==> src/rtl/muldiv_seq.sv <==
// ============================================================================
//  Module      : muldiv_seq
//  Description : Iterative RV32M multiply/divide sequencer. Accepts one
//                M-extension operation (funct3-encoded), runs it on a
//                shift-add / restoring-subtract datapath at one bit per
//                cycle, and holds the pipeline stalled until the result is
//                ready.
//                Optional build macro MULDIV_EARLY_OUT_EN: divide-by-zero,
//                signed divide overflow and MUL* with a zero operand skip
//                the iteration and finish straight from PREP.
//  Revision    : 1.0  initial release
// ============================================================================
`default_nettype none

module muldiv_seq #(
    parameter int XLEN = 32
) (
    input  logic            clk,
    input  logic            reset,
    input  logic            start,
    input  logic [2:0]      funct3,
    input  logic [XLEN-1:0] srcA,
    input  logic [XLEN-1:0] srcB,
    input  logic            flush,
    output logic            busy,
    output logic            stall,
    output logic            done,
    output logic [XLEN-1:0] result
);

    // ------------------------------------------------------------------------
    // Constants
    // ------------------------------------------------------------------------
    localparam int CW = $clog2(XLEN) + 1;

    localparam logic [CW-1:0]   c_LAST = CW'(XLEN - 1);
    localparam logic [XLEN-1:0] c_MIN  = {1'b1, {(XLEN-1){1'b0}}};

    localparam logic [2:0] c_IDLE = 3'd0;
    localparam logic [2:0] c_PREP = 3'd1;
    localparam logic [2:0] c_RUN  = 3'd2;
    localparam logic [2:0] c_FIX  = 3'd3;
    localparam logic [2:0] c_DONE = 3'd4;

    // ------------------------------------------------------------------------
    // State and datapath registers
    // ------------------------------------------------------------------------
    logic [2:0]      r_state;
    logic [2:0]      w_next;
    logic [CW-1:0]   r_cnt;
    logic [2:0]      r_f3;       // operation captured on accept
    logic [XLEN-1:0] r_op_a;     // raw rs1 captured on accept
    logic [XLEN-1:0] r_op_b;     // raw rs2 captured on accept
    logic [XLEN-1:0] r_mcand;    // |multiplicand| or |divisor|
    logic [XLEN-1:0] r_hi;       // product high half / partial remainder
    logic [XLEN-1:0] r_lo;       // multiplier->product low half / dividend->quotient
    logic            r_neg;      // final magnitude must be negated
    logic [XLEN-1:0] r_result;

    // ------------------------------------------------------------------------
    // Operand decode (all from captured values, so srcA/srcB may move freely)
    // ------------------------------------------------------------------------
    logic            w_is_div;
    logic            w_a_signed;
    logic            w_b_signed;
    logic            w_sa;
    logic            w_sb;
    logic [XLEN-1:0] w_mag_a;
    logic [XLEN-1:0] w_mag_b;
    logic            w_div_zero;
    logic            w_div_ovf;
    logic            w_special;
    logic            w_early;
    logic [XLEN-1:0] w_special_val;

    // MUL/MULH treat both operands as signed, MULHSU only rs1, MULHU neither;
    // DIV/REM are signed, DIVU/REMU unsigned.
    assign w_is_div   = r_f3[2];
    assign w_a_signed = w_is_div ? ~r_f3[0] : (r_f3[1:0] != 2'b11);
    assign w_b_signed = w_is_div ? ~r_f3[0] : ~r_f3[1];
    assign w_sa       = w_a_signed & r_op_a[XLEN-1];
    assign w_sb       = w_b_signed & r_op_b[XLEN-1];
    assign w_mag_a    = w_sa ? -r_op_a : r_op_a;
    assign w_mag_b    = w_sb ? -r_op_b : r_op_b;

    assign w_div_zero = w_is_div & (r_op_b == {XLEN{1'b0}});
    assign w_div_ovf  = w_is_div & ~r_f3[0] & (r_op_a == c_MIN)
                      & (r_op_b == {XLEN{1'b1}});

`ifdef MULDIV_EARLY_OUT_EN
    logic w_mul_zero;
    // A zero MUL* operand makes every product word zero, so it can finish early.
    assign w_mul_zero = ~w_is_div & ((r_op_a == {XLEN{1'b0}}) | (r_op_b == {XLEN{1'b0}}));
    assign w_special  = w_div_zero | w_div_ovf | w_mul_zero;
    assign w_early    = w_special;
`else
    assign w_special  = w_div_zero | w_div_ovf;
    assign w_early    = 1'b0;
`endif

    // Architectural results for the RISC-V corner cases (no trap is raised).
    always_comb begin
        w_special_val = {XLEN{1'b0}};
        if (w_div_zero) begin
            w_special_val = r_f3[1] ? r_op_a : {XLEN{1'b1}};
        end else if (w_div_ovf) begin
            w_special_val = r_f3[1] ? {XLEN{1'b0}} : c_MIN;
        end
    end

    // ------------------------------------------------------------------------
    // Iteration step
    // ------------------------------------------------------------------------
    logic [XLEN:0]   w_add;
    logic [XLEN:0]   w_shift;
    logic [XLEN:0]   w_diff;

    // Multiply: add the multiplicand into the high half when the current
    // multiplier bit is set, then shift the whole {carry,hi,lo} right by one.
    assign w_add   = {1'b0, r_hi} + (r_lo[0] ? {1'b0, r_mcand} : {(XLEN+1){1'b0}});

    // Divide: shift the next dividend bit into the remainder and try to
    // subtract the divisor; a clear borrow bit means the quotient bit is 1.
    assign w_shift = {r_hi, r_lo[XLEN-1]};
    assign w_diff  = w_shift - {1'b0, r_mcand};

    // ------------------------------------------------------------------------
    // Final sign / word selection
    // ------------------------------------------------------------------------
    logic [2*XLEN-1:0] w_prod;
    logic [2*XLEN-1:0] w_prod_s;
    logic [XLEN-1:0]   w_mul_word;
    logic [XLEN-1:0]   w_div_mag;
    logic [XLEN-1:0]   w_div_s;
    logic [XLEN-1:0]   w_final;

    assign w_prod     = {r_hi, r_lo};
    assign w_prod_s   = r_neg ? -w_prod : w_prod;
    assign w_mul_word = (r_f3[1:0] == 2'b00) ? w_prod_s[XLEN-1:0] : w_prod_s[2*XLEN-1:XLEN];
    assign w_div_mag  = r_f3[1] ? r_hi : r_lo;
    assign w_div_s    = r_neg ? -w_div_mag : w_div_mag;
    assign w_final    = w_special ? w_special_val : (w_is_div ? w_div_s : w_mul_word);

    // ------------------------------------------------------------------------
    // FSM
    // ------------------------------------------------------------------------

    // State register.
    always_ff @(posedge clk or posedge reset) begin
        if (reset) begin
            r_state <= c_IDLE;
        end else begin
            r_state <= w_next;
        end
    end

    // Next-state logic; flush returns any active state to IDLE.
    always_comb begin
        w_next = r_state;
        case (r_state)
            c_IDLE: begin
                if (start && !flush) begin
                    w_next = c_PREP;
                end
            end
            c_PREP: begin
                if (flush) begin
                    w_next = c_IDLE;
                end else if (w_early) begin
                    w_next = c_DONE;
                end else begin
                    w_next = c_RUN;
                end
            end
            c_RUN: begin
                if (flush) begin
                    w_next = c_IDLE;
                end else if (r_cnt == c_LAST) begin
                    w_next = c_FIX;
                end
            end
            c_FIX: begin
                w_next = flush ? c_IDLE : c_DONE;
            end
            c_DONE: begin
                w_next = c_IDLE;
            end
            default: begin
                w_next = c_IDLE;
            end
        endcase
    end

    // Status outputs; stall also covers the request cycle itself.
    always_comb begin
        busy  = (r_state != c_IDLE);
        done  = (r_state == c_DONE);
        stall = (start & (r_state == c_IDLE) & ~flush)
              | ((r_state != c_IDLE) & (r_state != c_DONE));
    end

    assign result = r_result;

    // ------------------------------------------------------------------------
    // Datapath
    // ------------------------------------------------------------------------

    // Operand capture, magnitude preparation and the per-bit iteration.
    always_ff @(posedge clk or posedge reset) begin
        if (reset) begin
            r_cnt   <= {CW{1'b0}};
            r_f3    <= 3'b000;
            r_op_a  <= {XLEN{1'b0}};
            r_op_b  <= {XLEN{1'b0}};
            r_mcand <= {XLEN{1'b0}};
            r_hi    <= {XLEN{1'b0}};
            r_lo    <= {XLEN{1'b0}};
            r_neg   <= 1'b0;
        end else begin
            case (r_state)
                c_IDLE: begin
                    if (start && !flush) begin
                        r_f3   <= funct3;
                        r_op_a <= srcA;
                        r_op_b <= srcB;
                    end
                end
                c_PREP: begin
                    r_cnt <= {CW{1'b0}};
                    r_hi  <= {XLEN{1'b0}};
                    // Remainder takes the dividend's sign; everything else
                    // takes the XOR of the operand signs.
                    r_neg <= (w_is_div && r_f3[1]) ? w_sa : (w_sa ^ w_sb);
                    if (w_is_div) begin
                        r_mcand <= w_mag_b;
                        r_lo    <= w_mag_a;
                    end else begin
                        r_mcand <= w_mag_a;
                        r_lo    <= w_mag_b;
                    end
                end
                c_RUN: begin
                    r_cnt <= r_cnt + CW'(1);
                    if (w_is_div) begin
                        if (!w_diff[XLEN]) begin
                            r_hi <= w_diff[XLEN-1:0];
                            r_lo <= {r_lo[XLEN-2:0], 1'b1};
                        end else begin
                            r_hi <= w_shift[XLEN-1:0];
                            r_lo <= {r_lo[XLEN-2:0], 1'b0};
                        end
                    end else begin
                        r_hi <= w_add[XLEN:1];
                        r_lo <= {w_add[0], r_lo[XLEN-1:1]};
                    end
                end
                default: begin
                end
            endcase
        end
    end

    // Result register: loads only on the transition into DONE, so a flushed
    // operation leaves the previous result in place.
    always_ff @(posedge clk or posedge reset) begin
        if (reset) begin
            r_result <= {XLEN{1'b0}};
        end else if ((r_state != c_DONE) && (w_next == c_DONE)) begin
            r_result <= w_final;
        end
    end

endmodule

`default_nettype wire
==> config.mk <==
export PLATFORM = sky130hd
export DESIGN_NAME = muldiv_seq
export DESIGN_NICKNAME = d
export VERILOG_FILES = /design/src/rtl/muldiv_seq.sv
export SDC_FILE = /design/constraint.sdc
export NUM_CORES = 1
export LEC_CHECK = 0
export ABC_AREA = 1
export CAP_MARGIN = 20
export CORE_ASPECT_RATIO = 1.4
export CORE_MARGIN = 2
export CORE_UTILIZATION = 45
export CTS_CLUSTER_SIZE = 16
export DETAILED_ROUTE_END_ITERATION = 7
export GPL_TIMING_DRIVEN = 1
export HOLD_SLACK_MARGIN = 0.1
export SYNTH_ARGS = -nofsm -noshare
export SYNTH_HDL_FRONTEND = slang
export SYNTH_SLANG_ARGS = --single-unit
==> constraint.sdc <==
create_clock -name clk -period 9.3 [get_ports clk]
set_clock_uncertainty 0.2 [all_clocks]
set_input_delay 1.86 -clock clk [delete_from_list [all_inputs] [get_ports clk]]
set_output_delay 1.86 -clock clk [all_outputs]
set_load 0.005 [all_outputs]
---- After elaboration in Yosys (flattened, before gate mapping) ----
Index checks and enable logic that the tools add are counted.
word-level totals
  flip-flop bits (word level) ............. 205
  input port bits ......................... 71
  output and inout port bits .............. 35
  word-level logic and storage cells ...... 83
operators by class
  add/sub/neg operators ................... 7
  equal/unequal tests ..................... 10
  multiplexer cells ....................... 31
  bitwise operators ....................... 15
  reductions and logical operators ........ 10
operators by type and width
  kind                                            count
  two-way mux 32 bit                              17
  case mux 32 bit (2 select lines)                2
  negation 32 bit                                 3
  == test 32 bit (second input constant)          2
  two-way mux 64 bit                              1
  negation 64 bit                                 1
  adder 32 x 32 -> 33 bit                         1
  subtractor 33 x 32 -> 33 bit                    1
  logical NOT 32 bit                              1
  two-way mux 3 bit                               4
  case mux 3 bit (4 select lines)                 1
  case mux 6 bit (2 select lines)                 1
  AND 1 bit                                       9
  adder 6 x 1 -> 6 bit (second input constant)    1
  == test 3 x 2 -> 1 bit (second input constant)  2
  == test 3 bit (second input constant)           2
  == test 6 x 5 -> 1 bit (second input constant)  1
  two-way mux 1 bit                               4
  == test 3 x 1 -> 1 bit (second input constant)  1
  logical AND 1 bit                               3
  logical NOT 3 bit                               1
  != test 3 bit (second input constant)           1
  inverter 1 bit                                  3
  nonzero test 3 bit                              1
  other kinds (8)                                 9

---- Logic depth before layout (Yosys ltp) ----
Gate-level depths: netlist of run 1.
  word-level depth ........................ 7
  gate-level depth with buffers ........... 20
  depth with buffers taken out ............ 20

---- Worst setup path after synthesis of run 1 ----
Ideal clock, no wire load.
  path type ............................... input to output
  start point ............................. in flush
  end point ............................... out stall
  arrival time ............................ 2.756 ns
  data required time ...................... 7.240 ns
  path slack .............................. 4.484 ns
  stages .................................. 5
  buffers on the path ..................... 2
  cell sequence ........................... nor2_1 > nand3_1 > clkbuf_1 > clkbuf_1 > nand2_1
on the way
  longest elaborated chain between the ends .. 3
ends and longest elaborated chain
  item             RTL line  source
  start, declared  24        input logic flush,
  inverter 1 bit   198       stall = (start & (r_state == c_IDLE) & ~flush)
  AND 1 bit        198
  OR 1 bit         199       | ((r_state != c_IDLE) & (r_state != c_DONE));
  end, declared    26        output logic stall,
Every way passes these cells.

---- Worst setup path after layout of run 1 ----
Same ends and word-level chain as after synthesis.

==> results of run 1 <==
==> power by group through the flow <==
stage	registers, W	clock network [W]	logic, W
floorplan	0.00150	0	0.00407
global placement	0.00181	0	0.00580
detailed placement	0.00181	0	0.00586
CTS	0.00180	0.00107	0.00589
global route	0.00184	0.00110	0.00663
finish	0.00183	0.00106	0.00609
==> path summary, 6_finish.rpt <==
| kind | to | slack [ns] | cells after the start |
|---|---|---|---|
| worst min-delay path | r_cnt[3] | 0.30 | 1 |
| min in group asynchronous | result[25] | 1.52 | 2 |
| max in group asynchronous | r_f3[1] | 6.08 | 3 |
| worst min register to register | r_cnt[3] | 0.30 | 1 |
| worst max-delay path | stall | 3.80 | 5 |
| worst max register to register | r_hi[19] | 4.93 | 18 |
==> routing by layer <==
layer | track usage | vias to the layer above
li1 | - | 11692
met1 | 0.4279 | 11494
met2 | 0.6797 | 1340
met3 | 0.05776 | 391
met4 | 0.3457 | 0
met5 | 0 | -
==> sequential cells by signal (all words and copies together) (netlist names) <==
register  count
r_hi         32
r_lo         32
r_mcand      32
r_op_a       32
r_op_b       32
result       32
r_cnt         6
r_f3          3
r_state       3
r_neg         1
==> logic make-up after synthesis <==
kind of cell | count (synthesis) | synth area share
flops | 205 | 0.2434
fa+ha+maj | 72 | 0.04346
mux | 3 | 0.001603
xor+xnor | 47 | 0.01953
compound gates | 565 | 0.1531
buf+inv | 582 | 0.1141
simple gates | 2134 | 0.4248
==> through the flow <==
stage / cell area (um2) / utilization / worst slack [ns] / hold WS, ns
after CTS: 23240 / 0.5043 / 3.781 / 0.3027
after floorplan: 21070 / - / 1.644 / 0.2466
after global placement: 22360 / 0.4852 / 3.778 / 0.2760
final: 23270 / 0.5050 / 3.804 / 0.2986
after global routing: 23270 / 0.5049 / 3.670 / 0.3236
after detailed placement: 22390 / 0.4858 / 3.780 / 0.2876
==> cells in the final DEF, fill, tap and decap left out, types with 6 or more instances in the layout <==
cell type	count
nand3_1	415
nand3b_1	14
xor2_1	40
a31oi_1	36
nor3_1	32
xnor2_1	7
nand2_2	8
a21oi_2	13
ha_1	70
o21ai_0	167
o21ai_2	23
o21ai_1	34
nor2_2	9
inv_2	9
nand4_1	43
nand2_1	1049
nor2_1	523
dfrtp_1	202
o211ai_1	41
a21oi_1	210
o21bai_1	8
or2_2	16
nor2_4	6
clkdlybuf4s50_1	105
a22oi_1	10
inv_1	431
buf_4	17
clkbuf_16	25
==> layout make-up <==
cell class | instances | area, um2 | area share
clock buffer | 30 | 664.4 | 0.02855
timing repair buffer | 125 | 1254 | 0.05387
inverter | 446 | 1685 | 0.07242
sequential | 205 | 5139 | 0.2208
antenna | 2 | 5.005 | 0.0002151
clock inverter | 15 | 187.7 | 0.008065
tap | 617 | 772.0 | 0.03317
multi-input combinational | 2821 | 13560 | 0.5829
==> summary.md, run 1 <==
| Metric | Value |
|---|---|
| Setup crit start kind | `primary input` |
| Critical path's top delay family | `buffers and inverters` |
| Count of pins over their slew limit | `0` |
| Post_cts resized | `0` |
| Synth Warn # | `0` |
| Port bufs | `105` |
| Synth Cell Area | `21070 um2` |
| Peak VDD IR | `0.0001819 V` |
| Clock tree buffer depth | `3` |
| Reg2reg start | `r_lo[31]` |
| Comb pwr share | `0.678` |
| DR pass1 iterations | `6` |
| Final hold viol count | `0` |
| Share of layout cells above drive strength 1 | `0.04613` |
| CP most frequent cell | `clkdlybuf4s50_1` |
| Synth unique cells | `54` |
| Vias in the first global route | `23598` |
| Via/cell ratio | `5.848` |
| HP Start | `r_cnt[3]` |
| Critical path type | `primary input to output port` |
| Synthesized flop and latch total | `205` |
| Largest net degree at the start of global routing | `167` |
| Pwr per Cell Area | `386.1 nW/um2` |
| Initial Util | `0.4573` |
| IO Count | `106` |
| Routed wire length | `98010 um` |
| GRT overflow | `0` |
| 1st-iter DRT viols | `2779` |
| Chip Height | `260.0 um` |
| Nets | `3767` |
| CTS Buf Count | `25` |
| Total GRT Usage | `0.3957` |
| Clock share of power | `0.118` |
| Worst skew pair latency | `0.58 ns` |
| Main area contributors after synthesis | `dfrtp_1 24%, nand2_1 19%, nand3_1 9.9%, nor2_1 9.3%, inv_1 7.7%` |
| Relative slew slack | `0.1899` |
| CP max stage cell | `clkdlybuf4s50_1` |
| Root Buffer Master | `clkbuf_16` |
| Top cells by count, synth | `1049 x nand2_1, 524 x nor2_1, 433 x inv_1, 416 x nand3_1, 210 x a21oi_1` |
| Setup Buffers After CTS | `0` |
| Std-Cell Rows | `93` |
| Top layer in use | `met4` |
| DR vias | `24917` |
| First-pass GRT wire length | `144900 um` |
| Tightest Pin Transition | `1.202 ns` |
| Cells after Synth | `3608` |
| Post-route ant nets | `0` |
| Post-layout minimum cycle time | `5.496 ns` |
| Routed wl met2 | `45910 um` |
| Setup TNS | `0 ns` |
| DIE AREA | `48600 um2` |
| Top-area cell type share of the netlist area | `0.2434` |
| Max stage delay on crit path | `0.52 ns` |
| Final worst-path cycle share | `0.5910` |
| DRC violations left | `0` |
| RePlAce Congestion | `1.113` |
| Crit path cell chain | `clkdlybuf4s50_1 -> nor2_1 -> nand3_4 -> nand2_1 -> clkdlybuf4s50_1` |
| Post-cts hold buffer count | `0` |
| Maxcap violations | `0` |
| Routed wire per std cell | `23.00 um` |
| Met3 Wirelength | `7105 um` |
| Most common cell in the netlist | `nand2_1` |
| Ys async rst share | `1.000` |
| CTS Sinks | `205` |
| Sw Share | `0.5968` |
| Non-filler cells, final | `4261` |
| Die width | `186.9 um` |
| Inst Count DP | `4213` |
| Required @ worst endpoint | `7.24 ns` |
| CTS tree | `built` |
| # setup viols final | `0` |
| Sequential power share | `0.204` |
| Critical-path maximum fanout | `20` |
| Total net switching power | `0.005362 W` |
| Core area | `46080 um2` |
| Syn Nets | `3751` |
| Unrepaired setup endpoints after global routing | `false` |
| Internal power | `0.003623 W` |
| Crit path buf inv count | `2` |
| FILL cells | `4960` |
| Overall Power | `0.008984 W` |
| Seq/Total Area, Yosys | `0.2434` |
| Clock-pin slew on the worst setup and hold paths | `0.06 ns` |
| Critical path launch point | `flush` |
| CTS H-tree depth | `1` |
| Leak pwr | `11.77 nW` |
| Synth Flop Type | `dfrtp_1` |
| Post-synth EDFFs | `0` |
| Initial antenna violation count | `3` |
| Cell taking the most area after synthesis | `dfrtp_1` |
| Outcome | `completed` |
| Worst Setup End Kind | `output port` |
| Max Clk Rate | `181.9 MHz` |
| Area grow syn2layout | `10.43%` |
| Met1 WL | `34680 um` |
| Syn avg cell area | `5.841 um2` |
| Post-DP HPWL | `75410 um` |
| Worst hold path class | `register to register` |
| Crit path DAT | `3.44 ns` |
Power figures use the tool's default switching activity.
==> run 2: changes to the inputs <==
Clock period 9.3 ns to 4.8 ns, I/O delays scaled along.
==> summary.md, run 2 (synthesis results as in run 1) <==
| Metric | Value |
|---|---|
| Crit path DAT | `2.60 ns` |
| Non-filler cells, final | `4276` |
| Final hold viol count | `0` |
| Max Clk Rate | `266.1 MHz` |
| Area grow syn2layout | `10.68%` |
| Setup Buffers After CTS | `0` |
| Routed wire per std cell | `23.27 um` |
| Root Buffer Master | `clkbuf_16` |
| CTS H-tree depth | `1` |
| DIE AREA | `48600 um2` |
| GRT overflow | `0` |
| Placed cell areas | `22510 um2` |
| Final Util | `0.5062` |
| Vias in the first global route | `23717` |
| Largest net degree at the start of global routing | `147` |
| # diodes | `0` |
| Post_cts resized | `0` |
| Post-route ant nets | `0` |
| 1st-iter DRT viols | `2455` |
| Most frequent cells in the layout | `1049 x nand2_1, 523 x nor2_1, 431 x inv_1` |
| Post-layout minimum cycle time | `3.758 ns` |
| Worst Setup End Kind | `output port` |
| Maxcap violations | `0` |
| Total GRT Usage | `0.4041` |
| Critical-path maximum fanout | `26` |
| Post-DP HPWL | `78010 um` |
| Clock tree buffer depth | `3` |
| DRC violations left | `0` |
| Leak pwr | `11.82 nW` |
| CTS tree | `built` |
| Critical path type | `primary input to output port` |
| # setup viols final | `0` |
| Unrepaired setup endpoints after global routing | `false` |
| Std-Cell Rows | `93` |
| Fin area | `23320 um2` |
| Relative slew slack | `0.3425` |
| Initial Util | `0.4573` |
| Worst skew pair latency | `0.57 ns` |
| Die width | `186.9 um` |
| Count of pins over their slew limit | `0` |
| Outcome | `completed` |
| Nets | `3783` |
| Tightest Pin Transition | `0.9862 ns` |
| Final worst-path cycle share | `0.7829` |
| Via/cell ratio | `5.882` |
| Setup TNS | `0 ns` |
| RePlAce Congestion | `1.104` |
| Post-cts hold buffer count | `0` |
| Setup crit start kind | `primary input` |
| Pwr per Cell Area | `749.1 nW/um2` |
| Peak VDD IR | `0.0003934 V` |
| Initial antenna violation count | `1` |
| Clock-pin slew on the worst setup and hold paths | `0.06 ns` |
| Port bufs | `105` |
| Most common cell after layout, fill and taps aside | `nand2_1` |
| Required @ worst endpoint | `3.64 ns` |
| First-pass GRT wire length | `147300 um` |
| Core area | `46080 um2` |
| Share of layout cells above drive strength 1 | `0.05029` |
| Inst Count DP | `4229` |
| IO Count | `106` |
| DR vias | `25150` |
| DR pass1 iterations | `8` |
| Worst hold path class | `register to register` |
| CTS Buf Count | `25` |
| Chip Height | `260.0 um` |
| CTS Sinks | `205` |
| Final hold slack | `0.3126 ns` |
| Routed wire length | `99500 um` |
==> run 2: final cells by class <==
type / instances / area, um2
Timing Repair Buffer: 141 / 1379
Clock buffer: 34 / 709.4
Fill cell: 4994 / 22760
Tap cell: 617 / 772.0
Clock inverter: 12 / 78.83
Multi-Input combinational cell: 2821 / 13560
Inverter: 446 / 1682
Sequential cell: 205 / 5139
==> run 2: path summary, 6_finish.rpt <==
check	start	endpoint	slack, ns	depth (start not counted)
setup / recovery	flush	stall	1.04	5
hold / removal	r_cnt[3]	r_cnt[3]	0.31	1
setup reg to reg	r_lo[0]	r_hi[22]	1.33	13
hold reg to reg	r_cnt[3]	r_cnt[3]	0.31	1
max in group asynchronous	reset	r_f3[1]	2.72	3
min in group asynchronous	reset	r_hi[29]	0.68	2
==> run 2: per-layer routing <==
layer  part of all wire  vias up  track usage
met1               0.35    11717       0.4334
li1                   -    11744            -
met4               0.10        0       0.3362
met2               0.48     1306       0.7046
met5                  0        -            0
met3              0.075      383      0.06127
==> run 2: power breakdown <==
group          internal [W]  total, W  switching [W]
combinational       0.00362    0.0121        0.00849
sequential          0.00233   0.00346        0.00113
clock               0.00104   0.00190       0.000863
total               0.00699    0.0175         0.0105
==> run 2: stage by stage <==
stage          setup WS (ns)  power [W]
4_1_cts                1.032    0.01704
6_report               1.042    0.01747
2_1_floorplan         0.9817    0.01080
3_5_place_dp           1.028    0.01509
5_1_grt               0.8903    0.01862
3_3_place_gp           1.033    0.01499
==> run 2: critical path, stage by stage <==
cell	delay [ns]
clkdlybuf4s50_1	0.42
nor2_1	0.26
nand3_4	0.30
nand2_1	0.14
clkdlybuf4s50_1	0.51
